===== src/rtl/counter_pkg.sv =====
// Shared constants for the multi-mode counter: mode select codes and the
// bounce direction state encoding.
package counter_pkg;

  localparam logic [1:0] MODE_UP     = 2'b00;
  localparam logic [1:0] MODE_DOWN   = 2'b01;
  localparam logic [1:0] MODE_BOUNCE = 2'b10;
  localparam logic [1:0] MODE_LOAD   = 2'b11;

  typedef enum logic {
    S_UP   = 1'b0,
    S_DOWN = 1'b1
  } dir_e;

endpackage


===== src/rtl/multi_mode_counter.sv =====
// WIDTH-bit modulo counter with up, down, bounce and load modes, a
// programmable modulus and a registered one-cycle terminal-count pulse.
module multi_mode_counter
  import counter_pkg::*;
#(
  parameter int WIDTH     = 4,
  parameter int MAX_COUNT = (1 << WIDTH) - 1
) (
  input  logic             Clk,
  input  logic             Reset,
  input  logic             En,
  input  logic [1:0]       select,
  input  logic [WIDTH-1:0] Load_Value,
  output logic [WIDTH-1:0] Counter_Out,
  output logic             Dir,
  output logic             out1
);

  localparam logic [WIDTH-1:0] MAX_VAL = WIDTH'(MAX_COUNT);
  localparam logic [WIDTH-1:0] ONE     = WIDTH'(1);
  localparam bit               DEGENERATE = (MAX_COUNT == 0);

  logic [WIDTH-1:0] count_q;
  logic [WIDTH-1:0] count_next;
  dir_e             dir_q;
  dir_e             dir_next;
  logic             pulse_q;
  logic             pulse_next;

  always_comb begin
    count_next = count_q;
    dir_next   = dir_q;
    pulse_next = 1'b0;
    if (En) begin
      case (select)
        MODE_UP: begin
          dir_next = S_UP;
          if (count_q == MAX_VAL) begin
            count_next = '0;
            pulse_next = 1'b1;
          end else begin
            count_next = count_q + ONE;
          end
        end
        MODE_DOWN: begin
          dir_next = S_DOWN;
          if (count_q == '0) begin
            count_next = MAX_VAL;
            pulse_next = 1'b1;
          end else begin
            count_next = count_q - ONE;
          end
        end
        MODE_BOUNCE: begin
          // With a zero modulus there is nowhere to move, so each edge is a turn.
          if (DEGENERATE) begin
            count_next = '0;
            dir_next   = (dir_q == S_UP) ? S_DOWN : S_UP;
            pulse_next = 1'b1;
          end else if (dir_q == S_UP) begin
            if (count_q == MAX_VAL) begin
              count_next = MAX_VAL - ONE;
              dir_next   = S_DOWN;
              pulse_next = 1'b1;
            end else begin
              count_next = count_q + ONE;
            end
          end else begin
            if (count_q == '0) begin
              count_next = ONE;
              dir_next   = S_UP;
              pulse_next = 1'b1;
            end else begin
              count_next = count_q - ONE;
            end
          end
        end
        default: begin
          count_next = (Load_Value > MAX_VAL) ? MAX_VAL : Load_Value;
        end
      endcase
    end
  end

  always_ff @(posedge Clk) begin
    if (!Reset) begin
      count_q <= '0;
      dir_q   <= S_UP;
      pulse_q <= 1'b0;
    end else begin
      count_q <= count_next;
      dir_q   <= dir_next;
      pulse_q <= pulse_next;
    end
  end

  assign Counter_Out = count_q;
  assign Dir         = dir_q;
  assign out1        = pulse_q;

endmodule


===== config.mk =====
export PLATFORM = sky130hd
export DESIGN_NAME = multi_mode_counter
export DESIGN_NICKNAME = d
export VERILOG_FILES = /design/src/rtl/counter_pkg.sv /design/src/rtl/multi_mode_counter.sv
export SDC_FILE = /design/constraint.sdc
export NUM_CORES = 1
export LEC_CHECK = 0
export BUFFER_PORTS_ARGS = -buffer_cell sky130_fd_sc_hd__buf_2
export CAP_MARGIN = 20
export CORE_MARGIN = 1
export CORE_UTILIZATION = 52
export DETAILED_ROUTE_END_ITERATION = 8
export PLACE_DENSITY = 0.77
export SLEW_MARGIN = 20
export SYNTH_ARGS = -nofsm -noshare
export SYNTH_HDL_FRONTEND = slang
export SYNTH_SLANG_ARGS = --single-unit

===== constraint.sdc =====
create_clock -name Clk -period 2.15 [get_ports Clk]
set_clock_uncertainty 0.1 [all_clocks]
set_input_delay 0.215 -clock Clk [delete_from_list [all_inputs] [get_ports Clk]]
set_output_delay 0.215 -clock Clk [all_outputs]
set_load 0.02 [all_outputs]

==> results.ini, run 1 <==
[setup_path]
critical-path-max-stage-delay_ns = 0.47
worstSetupPathType = reg2reg
critPathTopFamily = compound AO/OA/AOI/OAI gates
r2r-end = Counter_Out[3]
end_kind = flip-flop
r2r_slack_ns = 0.23
reg2reg_depth = 6
worstPathRequired_ns = 2.18
slowest_stage = dfxtp_1
reg2reg_from = Counter_Out[1]
crit_chain = inv_1 -> ha_1 -> o21bai_1 -> a311o_1 -> a2111oi_2 -> a21oi_1
path_buf_inv = 1
worstPathArrival_ns = 1.95
crit_path_start_kind = flip-flop
cp_max_fo = 9

[logic_synthesis]
yosysWarnings = 0
syn_inst = 92
ys.flop_type = dfxtp_1
ys_ff_latch = 6
syn_nets = 107
seq_area_frac_synth_pct = 17.1
synth_area_leaders = dfxtp_1, ha_1, a21oi_1
synth.avg_cell_area_um2 = 7.63
synth.largest_area_cell = dfxtp_1
async_flop_share_pct = 0
synth_edf_count = 0
netlist.area_leader.share_pct = 17.1
syn_area_um2 = 702
synth_common_cells = a21oi_1, dfxtp_1, ha_1
ys_types = 39

[clock_tree]
htreeDepth = 1
cts_tree = built
path_clk_slew_ns = 0.05
cts-hold-fix-buffers = 0
cts-buffers-inserted = 3
postCtsSetupBuffers = 0
cts_sinks = 6
insertion_delay_ns = 0.25
cts_repair_resize_count = 0
ctsLongestPathBuffers = 2
clk_root_buffer_cell = clkbuf_4

[power]
power_density_nw_per_um2 = 495
power_frac_clock_pct = 29.6
finalPower_mw = 0.385
p_seq_share_pct = 34.4
leakage_nw = 0.353
p_comb_share_pct = 36.0
irDropWorstVdd_v = 0.000423
internal-power_mw = 0.244
power_switching_mw = 0.141
p_sw_share_pct = 36.6

[sta]
slew_viol_final = 0
rsz0062_at_grt = false
min_period_ns = 1.92
setup_viol = 0
fin_tns_setup_ns = 0
finalCritPeriodShare_pct = 89.4
timing_worst_slew_pin_value_ns = 0.468
fmax_ghz = 0.520
slew_headroom_pct = 68.8
hold_viol = 0

[routing]
ant_nets = 0
dr.pass1.iters = 4
drc = 0
routedWlPerCell_um = 15.3
first_iter_violations = 37
via_count = 763
viasPerCell = 6.52
totalWireLength_um = 1800

[die]
die_w_um = 38.7
start_util_pct = 59.2
die_area_um2 = 1500
io_pins = 15
core_um2 = 1190
die_h_um = 38.7
num_rows = 12

[min_path]
hp-start = Load_Value[0]
min_path_cells = 3
hold_end = Counter_Out[0]
hold_class = in2reg

[flow_run]
cap_violations = 0

[cells_and_area]
instances_no_fill = 117
drive_gt1_share_pct = 22.3
area_growth_syn_to_layout_pct = 10.9
layout.nets = 120
fillers = 106
n_antenna_cell = 0

[global_route]
antenna_found_initial = 0
track_usage_pct = 28.9
grt_pass1_vias = 613
grt_pass1_wl_um = 2830
overflow = 0
grt_max_degree = 18

[placed_design]
placed_cells = 114
gp_congestion = 0.785
dp_hpwl_um = 1250
port_buffers = 14

[run_status]
status = finished clean

==> stage by stage <==
stage | utilization (%) | hold WS, ns | setup slack [ns] | instance area [µm²]
6_report | 65.6 | 0.167 | 0.227 | 778
5_1_grt | 65.6 | 0.152 | 0.0428 | 778
4_1_cts | 65.6 | 0.162 | 0.222 | 778
3_5_place_dp | 63.7 | 0.423 | 0.234 | 756
3_3_place_gp | 63.7 | 0.406 | 0.320 | 756
2_1_floorplan | - | 0.316 | 0.0692 | 702
==> area by class of cell <==
class / count / area [µm²] / area share [%]
Timing Repair Buffer: 17 / 92.6 / 11.9
Clock buffer: 3 / 22.5 / 2.89
Multi-Input combinational cell: 72 / 507 / 65.1
Sequential cell: 6 / 120 / 15.4
Tap cell: 14 / 17.5 / 2.25
Inverter: 5 / 18.8 / 2.41
==> per-layer routing <==
layer / vias up / share of wire, % / wire length (µm) / GRT usage [%]
met5: - / 0 / 0 / 0
met4: 0 / 0 / 0 / 7.76
met3: 0 / 8.5 / 152 / 10.4
met2: 41 / 51 / 913 / 50.0
met1: 354 / 41 / 729 / 32.9
li1: 368 / - / - / -
==> tightest hold or removal path: cells and delay by family <==
family          cells  cell delay, ns
mux                 1            0.06
buf+inv             1            0.08
compound gates      1            0.13
==> cells by family after synthesis <==
kind of cell	after synthesis	synth area share, %
AOI/OAI and AO/OA	31	30.5
adders and majority gates	6	10.7
DFF	6	17.1
muxes	4	5.88
buffers and inverters	14	10.7
and+or+nand+nor	31	25.1
==> placed cells by master, fill, tap and decap left out, types with 2 or more instances in the layout <==
cell and n:
nor4_1 2, and3b_1 2, a31oi_1 3, nand3_1 4, clkbuf_4 3, ha_1 6
mux2i_1 3, and3_1 2, nor2_1 5, buf_4 3, nand2_1 5, o21ai_0 5
nand2b_1 4, inv_1 5, dfxtp_1 6, a21oi_1 6, buf_2 14, o21ai_1 2
o221ai_1 2, o21bai_1 2
==> state kept, by name, indices dropped and copies added (netlist names) <==
name,cells
Dir,1
out1,1
Counter_Out,4
==> power groups by stage <==
stage	Combinational [mW]	Clock, mW	Sequential [mW]
after detailed placement	0.136	0	0.135
after CTS	0.137	0.116	0.132
after global placement	0.132	0	0.134
final	0.139	0.114	0.132
after global routing	0.152	0.124	0.134
after floorplan	0.101	0	0.138
==> how the worst max path moves through the flow <==
stage | startpoint | endpoint | slack (ns) | depth (start not counted)
after global placement | Counter_Out[1] | Counter_Out[3] | 0.32 | 6
after CTS | Counter_Out[1] | Counter_Out[3] | 0.22 | 6
after floorplan | Counter_Out[0] | Counter_Out[3] | 0.07 | 7
final | Counter_Out[1] | Counter_Out[3] | 0.23 | 6
after detailed placement | Counter_Out[1] | Counter_Out[3] | 0.23 | 6
after global routing | Counter_Out[1] | Counter_Out[3] | 0.04 | 6
No activity file was read; power rests on OpenSTA's default activity.
==> run 2: changes to the inputs <==
Settings changed: REMOVE_ABC_BUFFERS set to 1.
==> run 2 against run 1 <==
Effect of this change:
- sequential power about the same
- maximum frequency decreased by 1.3%
- critical path type unchanged
- sequential share of layout area unchanged
- clock power decreased by 5%
- final cell count unchanged
- count of clock-buffer cells in the layout unchanged
- first-iteration DRC count decreased by 38%
- setup slack got worse by 0.025 ns
- total power decreased by 1.7%
==> results.ini, run 2 (synthesized netlist as in run 1, its figures left out) <==
[sta]
slew_headroom_pct = 67.0
rsz0062_at_grt = false
timing_worst_slew_pin_value_ns = 0.494
min_period_ns = 1.95
fin_tns_setup_ns = 0
slew_viol_final = 0
fmax_ghz = 0.513
setup_viol = 0
finalCritPeriodShare_pct = 90.6
hold_viol = 0
setup_ws_ns = 0.202

[clock_tree]
clk_root_buffer_cell = clkbuf_4
insertion_delay_ns = 0.25
path_clk_slew_ns = 0.05
ctsLongestPathBuffers = 2
cts_repair_resize_count = 0
htreeDepth = 1
postCtsSetupBuffers = 0
cts-hold-fix-buffers = 0
cts_sinks = 6
cts_tree = built
cts-buffers-inserted = 3

[setup_path]
crit_path_start_kind = flip-flop
end_kind = flip-flop
crit_chain = inv_1 -> ha_1 -> o21bai_1 -> a311o_1 -> a2111oi_2 -> a21oi_1
slowest_stage = dfxtp_1
worstPathArrival_ns = 1.98
critical-path-max-stage-delay_ns = 0.47
worstSetupPathType = reg2reg
r2r_slack_ns = 0.20
worstPathRequired_ns = 2.18
cp_max_fo = 9

[global_route]
track_usage_pct = 27.9
grt_max_degree = 18
antenna_found_initial = 0
grt_pass1_vias = 634
grt_pass1_wl_um = 2860
overflow = 0

[cells_and_area]
largest_reg_flops = 4
layout.nets = 120
layout_common_cells = buf_2, dfxtp_1, a21oi_1, ha_1
drive_gt1_share_pct = 22.3
final_common_cell = buf_2
area_growth_syn_to_layout_pct = 10.9
fillers = 104
final-seq-area_um2 = 120
multi_input_area_um2 = 507
n_antenna_cell = 0

[die]
start_util_pct = 59.2
core_um2 = 1190
io_pins = 15
die_h_um = 38.7
die_w_um = 38.7
num_rows = 12
die_area_um2 = 1500

[placed_design]
place_ws_ns = 0.236
dp_hpwl_um = 1170
port_buffers = 14
gp_congestion = 0.771

[routing]
via_count = 748
first_iter_violations = 23
ant_nets = 0
dr.pass1.iters = 4
drc = 0
routedWlPerCell_um = 14.6
viasPerCell = 6.39
totalWireLength_um = 1710

[run_status]
status = finished clean

[power]
irDropWorstVdd_v = 0.000381
power_density_nw_per_um2 = 486
leakage_nw = 0.353

[min_path]
hold_class = in2reg

[flow_run]
cap_violations = 0

run 2: path summary, 6_finish.rpt:
kind,cells past startpoint,start,to
hold reg to reg,2,Counter_Out[1],Counter_Out[1]
setup / recovery,6,Counter_Out[1],Counter_Out[3]
setup reg to reg,6,Counter_Out[1],Counter_Out[3]
hold / removal,2,En,Counter_Out[0]
run 2: where the power goes:
| group | switching [mW] | total, mW | internal (mW) |
|---|---|---|---|
| Combinational | 0.0743 | 0.136 | 0.0616 |
| Sequential | 0.0164 | 0.135 | 0.119 |
| Clock | 0.0442 | 0.108 | 0.0634 |
| Total | 0.135 | 0.379 | 0.244 |
run 2: layer usage:
layer  global-route usage, %  wire [µm]  vias up
met5                       0          0        -
li1                        -          -      370
met2                    41.7        777       30
met3                    8.67        118        4
met1                    36.9        783      344
met4                    10.3         31        0
run 2: area by class of cell:
type	count	share of cell area, %
clock buffer	3	2.89
inverter	5	2.41
multi-input combinational	72	65.1
sequential	6	15.4
tap	14	2.25
timing repair buffer	17	11.9
run 2: metrics by stage:
stage               util, %  cell area (µm²)  cells  hold WS [ns]  total power [mW]
finish                 65.6              778    117         0.162             0.379
global route           65.6              778    117         0.178             0.401
CTS                    65.6              778    117         0.156             0.379
detailed placement     63.7              756    114         0.416             0.270
global placement       63.7              756    114         0.403             0.267
floorplan                 -              646     83         0.206             0.224
run 2: critical path, delay by kind of cell, from the launching register on:
kind	cells	cell delay, ns
fa+ha+maj	1	0.21
flops	1	0.47
compound gates	4	0.96
buf+inv	1	0.09
